$ cat src/rtl/cfg_pkg.sv
// Shared types and constants for the configuration stream loader.
package cfg_pkg;

  typedef enum logic [2:0] {
    ST_IDLE  = 3'd0,
    ST_LOAD  = 3'd1,
    ST_CHECK = 3'd2,
    ST_DONE  = 3'd3,
    ST_ERR   = 3'd4
  } loader_state_e;

  localparam logic [32:0] CFG_SYNC_WORD = 33'h0_A5C3_5A3C;

  // Position of each fabric block within the configuration image.
  localparam int unsigned IDX_SELECT = 0;
  localparam int unsigned IDX_LTA    = 1;
  localparam int unsigned IDX_SB_ABC = 2;
  localparam int unsigned IDX_SB_D   = 3;
  localparam int unsigned IDX_LT0    = 4;
  localparam int unsigned IDX_SB_E0  = 12;
  localparam int unsigned IDX_SB_E1  = 13;

endpackage

$ cat src/rtl/cfg_shadow_rf.sv
// Shadow copy of every configuration word written to the fabric, with a
// registered readback port (1-cycle latency, out-of-range index reads 0).
module cfg_shadow_rf #(
  parameter int DATA_W    = 33,
  parameter int NUM_WORDS = 14,
  parameter int ADDR_W    = 4
) (
  input  logic              clock,
  input  logic              clear,
  input  logic              we,
  input  logic [ADDR_W-1:0] waddr,
  input  logic [DATA_W-1:0] wdata,
  input  logic [ADDR_W-1:0] rb_addr,
  output logic [DATA_W-1:0] rb_data
);

  localparam logic [ADDR_W:0] NW = (ADDR_W+1)'(NUM_WORDS);

  logic [DATA_W-1:0] mem_q [NUM_WORDS];
  logic [DATA_W-1:0] mem_d [NUM_WORDS];
  logic [DATA_W-1:0] rb_data_q, rb_data_d;

  always_comb begin
    mem_d     = mem_q;
    rb_data_d = '0;
    if (we && ({1'b0, waddr} < NW)) mem_d[waddr] = wdata;
    if ({1'b0, rb_addr} < NW) rb_data_d = mem_q[rb_addr];
  end

  always_ff @(posedge clock or negedge clear) begin
    if (!clear) begin
      for (int i = 0; i < NUM_WORDS; i++) mem_q[i] <= '0;
      rb_data_q <= '0;
    end else begin
      mem_q     <= mem_d;
      rb_data_q <= rb_data_d;
    end
  end

  assign rb_data = rb_data_q;

endmodule

$ cat src/rtl/cfg_stream_loader.sv
// Loads a sync/data/checksum word stream into the fabric configuration bus and
// enables the fabric only after a checksum-verified image. Optional readback
// shadow under CFG_STREAM_LOADER_READBACK_EN.
module cfg_stream_loader
  import cfg_pkg::*;
#(
  parameter int DATA_W    = 33,
  parameter int NUM_WORDS = 14,
  parameter int ADDR_W    = 4,
  parameter logic [DATA_W-1:0] SYNC_WORD = DATA_W'(CFG_SYNC_WORD)
) (
  input  logic              clock,
  input  logic              clear,
  input  logic              in_valid,
  input  logic [DATA_W-1:0] in_data,
  output logic              in_ready,
  output logic              cfg_we,
  output logic [ADDR_W-1:0] cfg_addr,
  output logic [DATA_W-1:0] cfg_data,
`ifdef CFG_STREAM_LOADER_READBACK_EN
  input  logic [ADDR_W-1:0] rb_addr,
  output logic [DATA_W-1:0] rb_data,
`endif
  output logic              fabric_en,
  output logic              done,
  output logic              error
);

  localparam logic [ADDR_W-1:0] LAST_IDX = ADDR_W'(NUM_WORDS - 1);

  loader_state_e     state_q, state_d;
  logic [ADDR_W-1:0] count_q, count_d;
  logic [DATA_W-1:0] csum_q, csum_d;
  logic              in_ready_q, in_ready_d;
  logic              cfg_we_q, cfg_we_d;
  logic [ADDR_W-1:0] cfg_addr_q, cfg_addr_d;
  logic [DATA_W-1:0] cfg_data_q, cfg_data_d;
  logic              xfer;
  logic              is_sync;

  assign xfer    = in_valid & in_ready_q;
  assign is_sync = (in_data == SYNC_WORD);

  always_comb begin
    state_d    = state_q;
    count_d    = count_q;
    csum_d     = csum_q;
    in_ready_d = 1'b1;
    cfg_we_d   = 1'b0;
    cfg_addr_d = cfg_addr_q;
    cfg_data_d = cfg_data_q;
    case (state_q)
      ST_IDLE, ST_DONE, ST_ERR: begin
        if (xfer && is_sync) begin
          state_d = ST_LOAD;
          count_d = '0;
          csum_d  = '0;
        end
      end
      ST_LOAD: begin
        // Sync word is ordinary payload here; only the count ends the image.
        if (xfer) begin
          cfg_we_d   = 1'b1;
          cfg_addr_d = count_q;
          cfg_data_d = in_data;
          csum_d     = csum_q ^ in_data;
          if (count_q == LAST_IDX) begin
            state_d = ST_CHECK;
            count_d = '0;
          end else begin
            count_d = count_q + 1'b1;
          end
        end
      end
      ST_CHECK: begin
        if (xfer) state_d = (in_data == csum_q) ? ST_DONE : ST_ERR;
      end
      default: state_d = ST_IDLE;
    endcase
  end

  // in_ready is a flop so it stays low for the whole reset and the first edge.
  always_ff @(posedge clock or negedge clear) begin
    if (!clear) begin
      state_q    <= ST_IDLE;
      count_q    <= '0;
      csum_q     <= '0;
      in_ready_q <= 1'b0;
      cfg_we_q   <= 1'b0;
      cfg_addr_q <= '0;
      cfg_data_q <= '0;
    end else begin
      state_q    <= state_d;
      count_q    <= count_d;
      csum_q     <= csum_d;
      in_ready_q <= in_ready_d;
      cfg_we_q   <= cfg_we_d;
      cfg_addr_q <= cfg_addr_d;
      cfg_data_q <= cfg_data_d;
    end
  end

  assign in_ready  = in_ready_q;
  assign cfg_we    = cfg_we_q;
  assign cfg_addr  = cfg_addr_q;
  assign cfg_data  = cfg_data_q;
  assign fabric_en = (state_q == ST_DONE);
  assign done      = (state_q == ST_DONE);
  assign error     = (state_q == ST_ERR);

`ifdef CFG_STREAM_LOADER_READBACK_EN
  cfg_shadow_rf #(
    .DATA_W    (DATA_W),
    .NUM_WORDS (NUM_WORDS),
    .ADDR_W    (ADDR_W)
  ) u_shadow (
    .clock   (clock),
    .clear   (clear),
    .we      (cfg_we_q),
    .waddr   (cfg_addr_q),
    .wdata   (cfg_data_q),
    .rb_addr (rb_addr),
    .rb_data (rb_data)
  );
`endif

endmodule

$ cat config.mk
export PLATFORM = sky130hd
export DESIGN_NAME = cfg_stream_loader
export DESIGN_NICKNAME = d
export VERILOG_FILES = /design/src/rtl/cfg_pkg.sv /design/src/rtl/cfg_shadow_rf.sv /design/src/rtl/cfg_stream_loader.sv
export SDC_FILE = /design/constraint.sdc
export NUM_CORES = 1
export LEC_CHECK = 0
export ABC_CLOCK_PERIOD_IN_PS = 2650
export CORE_MARGIN = 8
export CORE_UTILIZATION = 50
export DETAILED_ROUTE_END_ITERATION = 8
export PLACE_DENSITY = 0.87
export REMOVE_ABC_BUFFERS = 1
export SLEW_MARGIN = 20
export SYNTH_ARGS = -nofsm -noshare
export SYNTH_HDL_FRONTEND = slang
export SYNTH_SLANG_ARGS = --single-unit
$ cat constraint.sdc
create_clock -name clock -period 2.65 [get_ports clock]
set_clock_uncertainty 0.1 [all_clocks]
set_input_delay 0.3975 -clock clock [delete_from_list [all_inputs] [get_ports clock]]
set_output_delay 0.3975 -clock clock [all_outputs]
set_load 0.005 [all_outputs]
==> impl_results.md <==
* Status: completed
* Maximum clock rate at 0.451 GHz
* Net Sw Frac at 0.216
* Post-Synthesis Cells at 445
* Vias per std cell at 5.47
* Static Leak at 2.48 nW
* Arrival time worst endpoint at 2.34 ns
* Yosys top cell by area: dfrtp_1
* Final Setup Violations at 0
* Final std cells w/o fill at roughly 660
* Clk Latency, worst-skew pair at between 0.3 and 0.4 ns
* Routed WL at 10100 µm
* CP max stage cell: dfrtp_1
* CTS tree: done
* Global route total overflow at 0
* Synth top area cells: dfrtp_1, nand2_1, xnor2_1
* Number of global-route vias before repair at around 3800
* Required time worst endpoint at 2.78 ns
* CP max FO at 33
* Internal power at approximately 1.9 mW
* Antenna diode count at 0
* Ys flop type: dfrtp_1
* Avg Cell Area, Syn at 8.83 µm²
* Final setup margin at around 0.43 ns
* #FFs+latches synth at 79
* Synth cell types at 40
* Largest net degree at the start of global routing at 80
* Commonest cells post-synth: nand2_1, dfrtp_1, inv_1, nor3_1, a31oi_1
* Max Transition Viols Final at 0
* Layout Nets at 588
* Worst min path class: reg2reg
* Buffers on Ports at between 70 and 80
* Layout cells sized above 1 at 0.110
* DIE AREA at 10900 µm²
* DRC viols at 0
* All-layer global routing usage at 0.192
* CP top delay family: simple AND/OR/NAND/NOR gates
* Post-synth top area share at 0.503
* Inst Count DP at 640
* Number of synthesized flops with an enable pin at 0
* Switch Pwr at between 500 and 600 µW
* Initial core utilization at 0.511
* RSZ-0062 raised after global routing: false
* Tmin final at 2.22 ns
* CTS H-Tree Depth at 3
* Final hold violations at 0
* Post CTS Setup Buffer Count at 0
* Via count at approximately 3600
* Core area at 7690 µm²
* First-pass GRT wire length at 17700 µm
* Initial DRC count at 222
* Mapped Area at 3930 µm²
* Die W at approximately 100 µm
* GP Congestion at 0.759
* Worst setup path class: reg2reg
* Post-DP HPWL at 7060 µm
* Clk pwr share at 0.422
* Combinational share of power at 0.078
* Sequential share of the synthesized area at 0.503
* Clk sinks at 79
* Tcrit/Tclk final at 0.836
* Area Overhead vs Synth at 33.6%
* CP Capture Type: flip-flop
* FFs w/ async S/R, synth at 1.00
* Antenna violations before repair at 0
* Pre-Repair DR Iteration Count at 7
* Final Cell Area at 5250 µm²
* CP peak stage delay at 0.50 ns
* TritonCTS Buffers at 9
* Crit-path cells: or3b_1 > or2_1 > clkinv_4 > or2_1 > buf_4 > o21ai_0
* Pre-CTS setup slack at between 0.1 and 0.15 ns
* Routed wire length per instance at 15.3 µm
* Most frequent CP cell: or2_1
* WP buf/inv at 2
* Number of max-cap violations at 0
* Placed cell area at 5010 µm²
* Power density over the cells at 459 nW/µm²
* Die Ht at approximately 100 µm
* CTS max path bufs at 2
* Clock transition at the registers of the reported paths at 0.07 ns
* Ports at around 80
* Post-DRT Antenna Nets at 0
* VDD IR-drop max at 0.000312 V
* FP Rows at 32
* Most frequent cell after synthesis: nand2_1
* Synth warn at 0
* Sequential power share at 0.500
* CTS root buf: clkbuf_8
* Filler cell count in the final layout at between 500 and 600
* CP Launch Type: flip-flop
path summary, 6_finish.rpt:
check,startpoint,to,slack (ns),cells after the start
max reg2reg,state_q[0],csum_q[3],0.43,6
min in group asynchronous,clear,csum_q[21],0.49,3
max in group asynchronous,clear,csum_q[6],1.62,3
min reg2reg,cfg_data[31],cfg_data[31],0.37,2
max,state_q[0],csum_q[3],0.43,6
min,cfg_data[31],cfg_data[31],0.37,2
cells by family (layout without fill, tap and decap cells):
group | after synthesis | in the layout | share of synthesized area
other cells | 1 | 1 | 0.000955
xor+xnor | 33 | 33 | 0.0736
compound gates | 85 | 85 | 0.125
simple gates | 184 | 184 | 0.220
flops | 79 | 79 | 0.503
fa+ha+maj | 2 | 2 | 0.00637
buf+inv | 60 | 170 | 0.0679
mux | 1 | 1 | 0.00287
sequential cells by signal, indices dropped and copies added (netlist names):
signal	count
csum_q	33
in_ready	1
cfg_addr	4
cfg_we	1
state_q	3
cfg_data	33
count_q	4
per-layer routing:
layer  GRT usage  up-vias  part of all wire
met1       0.237     1731              0.42
met3      0.0534       28             0.067
met4      0.0907        0             0.027
met2       0.307      115              0.49
li1            -     1720                 -
met5           0        -                 0
worst register-to-register path, cell delays in order (launching register included):
cell	delay, ns
dfrtp_1	0.50
or3b_1	0.39
or2_1	0.29
clkinv_4	0.21
or2_1	0.21
buf_4	0.27
o21ai_0	0.12
power by group through the flow:
stage | Clock, mW | Combinational (mW) | Sequential [mW]
3_3_place_gp | 0 | 0.184 | 1.23
4_1_cts | 1.02 | 0.190 | 1.21
5_1_grt | 1.08 | 0.205 | 1.21
6_report | 1.02 | 0.188 | 1.21
2_1_floorplan | 0 | 0.0325 | 1.23
3_5_place_dp | 0 | 0.188 | 1.23
placed cells by master (no fill, tap or decap), drive strengths merged, types with 2 or more instances in the layout:
master         netlist  layout
buf                 15      39
xor2                 3       3
a21oi                3       3
bufinv               0       2
nor3                36      36
dfrtp               79      79
ha                   2       2
a31oi               34      34
inv                 37      37
nor2                 7       7
clkinv               1       2
clkbuf               7      13
and4bb               5       5
xnor2               30      30
clkdlybuf4s50        0      76
nand3                3       3
nand4               10      10
o21ai               41      41
or2                  2       2
nand2              110     110
nor4                 4       4
area by class of cell:
cell class | count | area (µm²) | area share
clock buffer | 13 | 159 | 0.0303
clock inverter | 3 | 65.1 | 0.0124
inverter | 38 | 148 | 0.0281
multi-input combinational | 306 | 1680 | 0.321
sequential | 79 | 1980 | 0.377
tap | 102 | 128 | 0.0243
timing repair buffer | 116 | 1090 | 0.207
what timing repair did:
action                                 4_1_cts  5_1_grt
hold buffers                                 1        0
endpoints found under the hold margin       79        0
resized for setup                            0        0
through the flow:
stage          hold WS, ns  total power [mW]  utilization  TNS (ns)
2_1_floorplan      0.00191              1.26            -    -48.19
4_1_cts              0.382              2.42        0.683         0
3_3_place_gp         0.353              1.41        0.652         0
3_5_place_dp         0.361              1.42        0.652         0
6_report             0.375              2.41        0.683         0
5_1_grt              0.413              2.49        0.683         0
(Power assumes the default switching activity.)
